$ cat src/rtl/multi_dim_array_regs.sv
// Self-running pattern source: a 2x2 array of free-running counters plus per-row 3-stage sum delay lines.
// Optional macro MULTI_DIM_ARRAY_HOLD_EN adds a HOLD input that freezes all state (RST still wins).
module multi_dim_array_regs #(
    parameter int BIT_WIDTH_REG_1 = 8
) (
    input  logic                       CLK,
    input  logic                       RST,
`ifdef MULTI_DIM_ARRAY_HOLD_EN
    input  logic                       HOLD,
`endif
    output logic [BIT_WIDTH_REG_1-1:0] OUT_REG_1_A,
    output logic [BIT_WIDTH_REG_1-1:0] OUT_REG_1_B,
    output logic [BIT_WIDTH_REG_1-1:0] OUT_REG_1_C,
    output logic [BIT_WIDTH_REG_1-1:0] OUT_REG_1_D,
    output logic [BIT_WIDTH_REG_1-1:0] OUT_REG_2_A,
    output logic [BIT_WIDTH_REG_1-1:0] OUT_REG_2_B,
    output logic [BIT_WIDTH_REG_1-1:0] OUT_REG_2_C,
    output logic [BIT_WIDTH_REG_1-1:0] OUT_REG_2_D,
    output logic [BIT_WIDTH_REG_1-1:0] OUT_REG_2_E,
    output logic [BIT_WIDTH_REG_1-1:0] OUT_REG_2_F
);

    localparam logic [BIT_WIDTH_REG_1-1:0] ONE = BIT_WIDTH_REG_1'(1);

    logic [BIT_WIDTH_REG_1-1:0] reg_1_q [2][2];
    logic [BIT_WIDTH_REG_1-1:0] reg_1_d [2][2];
    logic [BIT_WIDTH_REG_1-1:0] reg_2_q [2][3];
    logic [BIT_WIDTH_REG_1-1:0] reg_2_d [2][3];
    logic                       hold_w;

`ifdef MULTI_DIM_ARRAY_HOLD_EN
    assign hold_w = HOLD;
`else
    assign hold_w = 1'b0;
`endif

    always_comb begin
        for (int r = 0; r < 2; r++) begin
            for (int c = 0; c < 2; c++) begin
                reg_1_d[r][c] = reg_1_q[r][c];
            end
            for (int k = 0; k < 3; k++) begin
                reg_2_d[r][k] = reg_2_q[r][k];
            end
            if (!hold_w) begin
                reg_1_d[r][0] = reg_1_q[r][0] + ONE;
                reg_1_d[r][1] = reg_1_q[r][1] + ONE;
                // Row sum wraps modulo 2^width; the carry is intentionally dropped.
                reg_2_d[r][0] = reg_1_q[r][0] + reg_1_q[r][1];
                reg_2_d[r][1] = reg_2_q[r][0];
                reg_2_d[r][2] = reg_2_q[r][1];
            end
        end
    end

    always_ff @(posedge CLK) begin
        if (RST) begin
            for (int r = 0; r < 2; r++) begin
                for (int c = 0; c < 2; c++) begin
                    reg_1_q[r][c] <= BIT_WIDTH_REG_1'(2 * r + c);
                end
                for (int k = 0; k < 3; k++) begin
                    reg_2_q[r][k] <= '0;
                end
            end
        end else begin
            reg_1_q <= reg_1_d;
            reg_2_q <= reg_2_d;
        end
    end

    assign OUT_REG_1_A = reg_1_q[0][0];
    assign OUT_REG_1_B = reg_1_q[0][1];
    assign OUT_REG_1_C = reg_1_q[1][0];
    assign OUT_REG_1_D = reg_1_q[1][1];
    assign OUT_REG_2_A = reg_2_q[0][0];
    assign OUT_REG_2_B = reg_2_q[0][1];
    assign OUT_REG_2_C = reg_2_q[0][2];
    assign OUT_REG_2_D = reg_2_q[1][0];
    assign OUT_REG_2_E = reg_2_q[1][1];
    assign OUT_REG_2_F = reg_2_q[1][2];

endmodule

$ cat config.mk
export PLATFORM = sky130hd
export DESIGN_NAME = multi_dim_array_regs
export DESIGN_NICKNAME = d
export VERILOG_FILES = /design/src/rtl/multi_dim_array_regs.sv
export SDC_FILE = /design/constraint.sdc
export NUM_CORES = 1
export LEC_CHECK = 0
export ABC_AREA = 1
export ABC_CLOCK_PERIOD_IN_PS = 2500
export CORE_ASPECT_RATIO = 2
export CORE_MARGIN = 10
export CORE_UTILIZATION = 30
export CTS_BUF_LIST = sky130_fd_sc_hd__clkbuf_4
export DETAILED_ROUTE_END_ITERATION = 6
export HOLD_SLACK_MARGIN = 0.06
export SETUP_SLACK_MARGIN = 0.05
export SLEW_MARGIN = 30
export SYNTH_ARGS = -nofsm -noshare
export SYNTH_HDL_FRONTEND = slang
export SYNTH_SLANG_ARGS = --single-unit
$ cat constraint.sdc
create_clock -name CLK -period 2.5 [get_ports CLK]
set_input_delay 0.625 -clock CLK [delete_from_list [all_inputs] [get_ports CLK]]
set_output_delay 0.625 -clock CLK [all_outputs]
set_load 0.01 [all_outputs]
==> tab_implementation.tex, run 1 <==
\begin{tabular}{lr}
\hline
Metric & Value \\
\hline
\multicolumn{2}{l}{\textbf{Run status}} \\
\quad Status & complete, no violations \\
\multicolumn{2}{l}{\textbf{Clocking}} \\
\quad Clock Path Buffers & 2 \\
\quad Number of buffers created by CTS & 9 \\
\quad Post-CTS sizing & 0 \\
\quad Clock latency of the later-clocked register in the worst-skew pair & 0.43 ns \\
\quad Maximum level of the CTS H-tree & 3 \\
\quad Post-CTS Setup Inserts & 0 \\
\quad Clock transition time at the flip-flop clock pins of the worst setup and hold paths & 0.13 ns \\
\quad Root Buffer & clkbuf\_4 \\
\quad TritonCTS clock tree & yes \\
\quad CTS Hold Bufs & 0 \\
\quad Sink count of the clock tree & 80 \\
\multicolumn{2}{l}{\textbf{Timing}} \\
\quad Setup TNS & 0 ns \\
\quad Slew at the pin with the worst max-slew slack & 0.422 ns \\
\quad Setup repair after global routing missed its margin & false \\
\quad Final Max Tran Viols & 0 \\
\quad Time the final worst path needs with I/O delays and setup & 2.12 ns \\
\quad Final count of hold timing violations & 0 \\
\quad Clock Skew & 0.0202 ns \\
\quad Setup-violating endpoint count in the final report & 0 \\
\quad Max Fclk & 0.471 GHz \\
\quad Final clock period utilization by the worst path & 84.9\% \\
\quad Worst max-slew margin expressed relative to the limit & 71.9\% \\
\multicolumn{2}{l}{\textbf{Setup path}} \\
\quad Beginning of the critical path & OUT\_REG\_1\_C[0] \\
\quad Crit-path max FO & 5 \\
\quad Cell with the largest stage delay on the worst path & clkdlybuf4s50\_1 \\
\quad Critical path buffer and inverter count & 1 \\
\quad Internal reg-to-reg setup slack & 0.83 ns \\
\quad Number of cells on the critical path & 1 \\
\quad Endpoint of the most critical setup path & OUT\_REG\_1\_C[0] \\
\quad Critical path's largest stage delay & 0.59 ns \\
\quad Data required time at the worst endpoint & 1.88 ns \\
\quad Crit Path Category & flip-flop to output port \\
\quad Origin of the critical flop-to-flop path & OUT\_REG\_1\_B[0] \\
\quad Cell family with the largest share of critical-path delay & buffers and inverters \\
\quad Number of cells on the worst reg-to-reg path & 9 \\
\quad Critical Path AT & 1.50 ns \\
\quad Crit start category & flip-flop \\
\quad Series of cell instances along the critical path & clkdlybuf4s50\_1 \\
\quad CP endpoint kind & output port \\
\quad Terminus of the critical flop-to-flop path & OUT\_REG\_2\_A[6] \\
\multicolumn{2}{l}{\textbf{Die}} \\
\quad Full die area & 16300 um2 \\
\quad Initial core utilization & 30.5\% \\
\quad Die Wd & 95.5 um \\
\quad Core region area & 11200 um2 \\
\quad Number of top-level pins & 82 \\
\quad Number of rows created at floorplan & 55 \\
\quad Die H & 171 um \\
\multicolumn{2}{l}{\textbf{Finish}} \\
\quad Total number of nets in the final design & 497 \\
\quad Sequential cell area & 1600 um2 \\
\quad Number of fillers in the final layout & 1164 \\
\quad Area used by multi-input combinational logic & 1270 um2 \\
\quad Final core utilization & 38.2\% \\
\quad Highest-count cells in the layout ignoring fill and taps & 80 x dfxtp\_1, 80 x clkdlybuf4s50\_1, 78 x nor2\_1 \\
\quad Area growth, synth to finish & 25.4\% \\
\quad Layout cell share with drive strength beyond 1 & 6.89\% \\
\multicolumn{2}{l}{\textbf{Synthesis}} \\
\quad Syn nets & 443 \\
\quad Mapped Area & 3420 um2 \\
\quad Cell types with the largest area share after synthesis & dfxtp\_1 47\%, nor2\_1 8.6\%, buf\_4 7.0\%, inv\_1 7.0\%, ha\_1 6.6\% \\
\quad Synthesized area divided by synthesized cell count & 8.11 um2 \\
\quad Most area-hungry cell type in the Yosys netlist & dfxtp\_1 \\
\quad Sequential fraction of the synthesis area & 46.9\% \\
\quad Total of flip-flops plus latches after synthesis & 80 \\
\quad Yosys top cell area share & 46.9\% \\
\quad Post-synthesis instance total & 421 \\
\quad Count of synthesis-stage warnings from yosys & 0 \\
\quad Distinct cells, synth & 29 \\
\multicolumn{2}{l}{\textbf{Run}} \\
\quad MaxCap Viol Count & 0 \\
\multicolumn{2}{l}{\textbf{Detailed routing}} \\
\quad Vias/cell & 4.18 \\
\quad DR pass1 iterations & 4 \\
\quad Detailed-route DRC error count & 0 \\
\quad Detailed router's first-iteration violation count & 43 \\
\quad Final routed wirelength across all metal layers & 7730 um \\
\quad Vias & 2599 \\
\quad Residual antenna-violating net count after detailed routing & 0 \\
\quad Final routed wire length divided by cell count & 12.4 um \\
\multicolumn{2}{l}{\textbf{Power and ir drop}} \\
\quad Comb power frac & 13.0\% \\
\quad Share of total power in sequential cells & 54.2\% \\
\quad Maximum vdd drop & 0.203 mV \\
\quad Sw Ratio & 25.8\% \\
\quad Power density normalized to cell area & 597 nW/um2 \\
\quad Cell leakage power & 1.76 nW \\
\quad Power share of the clock group & 32.8\% \\
\quad Internal & 1.90 mW \\
\quad P\_sw & 659 uW \\
\multicolumn{2}{l}{\textbf{Worst hold path}} \\
\quad Type of the most critical hold path & flip-flop to flip-flop \\
\multicolumn{2}{l}{\textbf{GRT}} \\
\quad Global-route wire length before repair & 12000 um \\
\quad Antenna violations before repair & 1 \\
\quad Largest net degree at the start of global routing & 31 \\
\quad Vias in the first global route & 2457 \\
\quad Combined global-route utilization of all metal layers & 9.54\% \\
\quad Remaining Overflow, GRT & 0 \\
\multicolumn{2}{l}{\textbf{Place}} \\
\quad Weighted congestion at the end of routability-driven global placement & 0.818 \\
\quad Input/output buffers & 81 \\
\quad Post-DP HPWL & 6220 um \\
\hline
\end{tabular}
==> how the worst min path moves through the flow <==
stage,from,endpoint,cells past startpoint
3_5_place_dp,OUT_REG_2_E[2],OUT_REG_2_F[2],2
3_3_place_gp,OUT_REG_2_B[7],OUT_REG_2_C[7],2
2_1_floorplan,OUT_REG_2_A[0],OUT_REG_2_B[0],2
5_1_grt,OUT_REG_2_D[3],OUT_REG_2_E[3],2
6_report,OUT_REG_2_E[0],OUT_REG_2_F[0],2
4_1_cts,OUT_REG_2_D[3],OUT_REG_2_E[3],2
==> synth_stat cells, drive strengths merged <==
| cell | instances |
|---|---|
| ha | 18 |
| nand3b | 3 |
| and2 | 2 |
| o21ai | 7 |
| nand4 | 4 |
| a31oi | 4 |
| xnor2 | 6 |
| nand3 | 12 |
| nor2 | 82 |
| clkbuf | 3 |
| inv | 69 |
| or2 | 5 |
| nor3 | 8 |
| dfxtp | 80 |
| buf | 37 |
| fa | 2 |
| xor2 | 7 |
| nand2 | 54 |
| a21oi | 18 |
==> final cells by class <==
cell class | instances | area share (%)
inverters | 69 | 6.05
well taps | 142 | 4.15
flip-flops and latches | 80 | 37.4
clock buffers | 9 | 1.58
diodes | 1 | 0.0584
repair buffers | 83 | 19.2
multi-input cells | 232 | 29.6
clock inverters | 6 | 1.99
==> logic make-up after synthesis <==
logic type / Yosys count / synth area share [%]
flops: 80 / 46.9
compound gates: 29 / 4.40
simple gates: 170 / 21.6
xor+xnor: 13 / 3.33
buf+inv: 109 / 16.0
fa+ha+maj: 20 / 7.77
==> state kept, by name (all words and copies together), names as in the netlist <==
signal       flops
OUT_REG_1_A      8
OUT_REG_1_B      8
OUT_REG_1_C      8
OUT_REG_1_D      8
OUT_REG_2_A      8
OUT_REG_2_B      8
OUT_REG_2_C      8
OUT_REG_2_D      8
OUT_REG_2_E      8
OUT_REG_2_F      8
==> power groups by stage <==
stage | Sequential (mW) | Combinational (mW) | Clock, mW
final | 1.39 | 0.332 | 0.837
after global routing | 1.40 | 0.370 | 0.924
after CTS | 1.39 | 0.342 | 0.882
after detailed placement | 1.42 | 0.339 | 0
after global placement | 1.41 | 0.337 | 0
after floorplan | 1.42 | 0.201 | 0
==> routing by layer <==
layer | wire [um] | GRT usage, %
met2 | 4430 | 18.4
met1 | 2670 | 8.45
met4 | 153 | 4.64
met3 | 476 | 2.90
met5 | 0 | 0
==> per-stage QoR <==
| step | setup WS, ns | cells | hold WS [ns] | area, um2 | power, mW |
|---|---|---|---|---|---|
| 2_1_floorplan | 0.951 | 421 | 0.403 | 3420 | 1.62 |
| 3_3_place_gp | 0.825 | 606 | 0.405 | 4130 | 1.75 |
| 3_5_place_dp | 0.821 | 606 | 0.412 | 4130 | 1.76 |
| 4_1_cts | 0.298 | 621 | 0.415 | 4280 | 2.61 |
| 5_1_grt | 0.268 | 622 | 0.423 | 4280 | 2.69 |
| 6_report | 0.377 | 622 | 0.409 | 4280 | 2.55 |
==> tightest hold or removal path, stage by stage (launching register included) <==
cell and delay, ns:
dfxtp_1 0.33, inv_1 0.05, nor2_1 0.03
Note: power is estimated with default switching activity, not from simulation.
==> run 2: changes to the inputs <==
--- a/config.mk
+++ b/config.mk
@@ -6,7 +6,7 @@
 export NUM_CORES = 1
 export LEC_CHECK = 0
 export ABC_AREA = 1
-export ABC_CLOCK_PERIOD_IN_PS = 2500
+export ABC_CLOCK_PERIOD_IN_PS = 1700
 export CORE_ASPECT_RATIO = 2
 export CORE_MARGIN = 10
 export CORE_UTILIZATION = 30
==> constraint.sdc (replaced) <==
create_clock -name CLK -period 1.7 [get_ports CLK]
set_input_delay 0.425 -clock CLK [delete_from_list [all_inputs] [get_ports CLK]]
set_output_delay 0.425 -clock CLK [all_outputs]
set_load 0.01 [all_outputs]
==> tab_implementation.tex, run 2 (synthesis results as in run 1) <==
\begin{tabular}{lr}
\hline
Metric & Value \\
\hline
\multicolumn{2}{l}{\textbf{Run}} \\
\quad MaxCap Viol Count & 0 (unchanged) \\
\multicolumn{2}{l}{\textbf{Place}} \\
\quad Post-DP HPWL & 6090 um (-2.1\%) \\
\quad Standard cell area after detailed placement & 4160 um2 (+0.85\%) \\
\quad Weighted congestion at the end of routability-driven global placement & 0.787 (-3.8\%) \\
\quad Cell count after placement & 609 (+0.50\%) \\
\quad Input/output buffers & 81 (unchanged) \\
\multicolumn{2}{l}{\textbf{Die}} \\
\quad Number of top-level pins & 82 (unchanged) \\
\quad Number of rows created at floorplan & 55 (unchanged) \\
\quad Core region area & 11200 um2 (unchanged) \\
\quad Die H & 171 um (unchanged) \\
\quad Full die area & 16300 um2 (unchanged) \\
\quad Die Wd & 95.5 um (unchanged) \\
\quad Initial core utilization & 30.5\% (unchanged) \\
\multicolumn{2}{l}{\textbf{Clocking}} \\
\quad Clock Path Buffers & 2 (unchanged) \\
\quad Clock transition time at the flip-flop clock pins of the worst setup and hold paths & 0.12 ns (about the same) \\
\quad Number of buffers created by CTS & 9 (unchanged) \\
\quad Clock latency of the later-clocked register in the worst-skew pair & 0.42 ns (about the same) \\
\quad Root Buffer & clkbuf\_4 \\
\quad TritonCTS clock tree & yes \\
\quad Post-CTS Setup Inserts & 0 (unchanged) \\
\quad Sink count of the clock tree & 80 (unchanged) \\
\quad CTS Hold Bufs & 0 (unchanged) \\
\quad Maximum level of the CTS H-tree & 3 (unchanged) \\
\multicolumn{2}{l}{\textbf{Setup path}} \\
\quad Internal reg-to-reg setup slack & 0.17 ns (-0.66 ns) \\
\quad Crit start category & flip-flop \\
\quad Data required time at the worst endpoint & 1.27 ns (-0.61 ns) \\
\quad Critical path's largest stage delay & 0.34 ns (-0.25 ns) \\
\quad Number of cells on the worst reg-to-reg path & 8 (-1) \\
\quad Crit-path max FO & 4 (-1) \\
\quad Series of cell instances along the critical path & buf\_4 -> dlygate4sd2\_1 \\
\quad Origin of the critical flop-to-flop path & OUT\_REG\_1\_C[0] \\
\quad Critical Path AT & 1.18 ns (-0.32 ns) \\
\quad Terminus of the critical flop-to-flop path & OUT\_REG\_2\_D[4] \\
\quad Crit Path Category & flip-flop to output port \\
\quad CP endpoint kind & output port \\
\quad Cell with the largest stage delay on the worst path & dfxtp\_2 \\
\multicolumn{2}{l}{\textbf{Power and ir drop}} \\
\quad P\_sw & 921 uW (+40\%) \\
\quad Sw Ratio & 26.0\% (+0.16 points) \\
\quad Power share of the clock group & 30.2\% (-2.6 points) \\
\quad Share of total power in sequential cells & 57.4\% (+3.2 points) \\
\quad Power density normalized to cell area & 836 nW/um2 (+40\%) \\
\quad Comb power frac & 12.4\% (-0.6 points) \\
\quad Maximum vdd drop & 0.281 mV (+39\%) \\
\quad Post-layout total power & 3.55 mW (+39\%) \\
\quad Internal & 2.63 mW (+39\%) \\
\quad Cell leakage power & 2.11 nW (+20\%) \\
\multicolumn{2}{l}{\textbf{GRT}} \\
\quad Vias in the first global route & 2540 (+3.4\%) \\
\quad Combined global-route utilization of all metal layers & 9.63\% (+0.095 points) \\
\quad Global-route wire length before repair & 12200 um (+1.4\%) \\
\quad Largest net degree at the start of global routing & 43 (+39\%) \\
\quad Antenna violations before repair & 1 (unchanged) \\
\quad Remaining Overflow, GRT & 0 (unchanged) \\
\multicolumn{2}{l}{\textbf{Timing}} \\
\quad Clock Skew & 0.0102 ns (-0.00996 ns) \\
\quad Setup-violating endpoint count in the final report & 0 (unchanged) \\
\quad Slew at the pin with the worst max-slew slack & 0.411 ns (-0.0102 ns) \\
\quad Hold\_ws & 0.418 ns (+0.00926 ns) \\
\quad Time the final worst path needs with I/O delays and setup & 1.60 ns \\
\quad Final Max Tran Viols & 0 (unchanged) \\
\quad Setup repair after global routing missed its margin & false \\
\quad Setup TNS & 0 ns (unchanged) \\
\quad Max Fclk & 0.624 GHz \\
\quad Worst max-slew margin expressed relative to the limit & 72.5\% (+0.68 points) \\
\quad Final clock period utilization by the worst path & 94.2\% \\
\quad Final count of hold timing violations & 0 (unchanged) \\
\multicolumn{2}{l}{\textbf{Finish}} \\
\quad Total number of nets in the final design & 500 (+0.60\%) \\
\quad Most common cell after layout, fill and taps aside & dlygate4sd2\_1 \\
\quad Area growth, synth to finish & 24.3\% \\
\quad Highest-count cells in the layout ignoring fill and taps & 79 x dlygate4sd2\_1, 78 x nor2\_1, 63 x inv\_1 \\
\quad Summed area of non-filler cells in the final layout & 4250 um2 (-0.88\%) \\
\quad Layout cell share with drive strength beyond 1 & 14.3\% (+7.4 points) \\
\quad Number of cells in the finished layout apart from fillers & 626 (+0.64\%) \\
\multicolumn{2}{l}{\textbf{Run status}} \\
\quad Status & complete, no violations \\
\multicolumn{2}{l}{\textbf{Worst hold path}} \\
\quad Hold Path Cell Cnt & 2 (unchanged) \\
\quad Worst-case hold path end point & OUT\_REG\_2\_B[7] \\
\quad Hold\_sp & OUT\_REG\_2\_A[7] \\
\quad Type of the most critical hold path & flip-flop to flip-flop \\
\multicolumn{2}{l}{\textbf{Detailed routing}} \\
\quad Detailed router's first-iteration violation count & 78 (+81\%) \\
\quad Final routed wirelength across all metal layers & 7620 um (-1.5\%) \\
\quad Residual antenna-violating net count after detailed routing & 0 (unchanged) \\
\quad DR pass1 iterations & 4 (unchanged) \\
\quad Vias/cell & 4.20 (+0.51\%) \\
\quad Vias & 2629 (+1.2\%) \\
\quad Final routed wire length divided by cell count & 12.2 um (-2.1\%) \\
\quad Detailed-route DRC error count & 0 (unchanged) \\
\hline
\end{tabular}
run 2: changes by cell type in the layout (fill, tap and decap cells not counted), sizes merged:
cell	previous run	this run
clkinv	3	4
clkinvlp	1	0
clkdlybuf4s15	0	1
clkdlybuf4s50	80	0
bufinv	2	1
clkbuf	9	11
buf	3	6
dlygate4sd2	0	79
run 2: repair_timing:
item                                    in CTS  in global routing
resized for setup                          107                  8
pin swaps                                    0                  2
endpoints found under the setup margin      80                  2
gates cloned                                 0                  0
endpoints found under the hold margin        0                  0
run 2: cell type report:
cell class,instances,area [um2]
antenna,1,2.50
clock buffer,11,82.6
clock inverter,5,47.5
fill,1185,6970
inverter,69,259
multi-input combinational,232,1280
sequential,80,1640
tap,142,178
timing repair buffer,86,757
run 2: metrics by stage:
stage	util, %	worst slack (ns)
after global placement	37.1	0.210
after detailed placement	37.1	0.162
after CTS	37.7	0.0577
after floorplan	-	0.151
after global routing	37.8	0.0518
final	37.8	0.0985
run 2: per-layer routing:
metal,up-vias,global-route usage [%],wire length (um)
met1,1197,8.60,2650
met2,50,17.8,4270
met4,0,6.32,228
met5,-,0,0
met3,13,2.81,477
li1,1369,-,-
run 2: power by group through the flow:
stage          clock network (mW)  registers, mW  logic (mW)
6_report                     1.07           2.04       0.440
5_1_grt                      1.19           2.05       0.507
4_1_cts                      1.13           2.04       0.449
3_5_place_dp                    0           2.08       0.506
3_3_place_gp                    0           2.07       0.501
2_1_floorplan                   0           2.08       0.296
run 2: critical path: cells and delay by family (launching register included):
kind     cells  cell delay (ns)
flops        1             0.34
buf+inv      2             0.42
run 2: worst max path at each step:
stage | from | end | cells past startpoint
global route | OUT_REG_1_C[0] | OUT_REG_1_C[0] | 1
floorplan | OUT_REG_1_B[0] | OUT_REG_2_A[6] | 9
CTS | OUT_REG_1_B[0] | OUT_REG_1_B[0] | 2
global placement | OUT_REG_1_C[0] | OUT_REG_2_D[4] | 8
detailed placement | OUT_REG_1_A[0] | OUT_REG_2_A[6] | 9
finish | OUT_REG_1_B[0] | OUT_REG_1_B[0] | 2
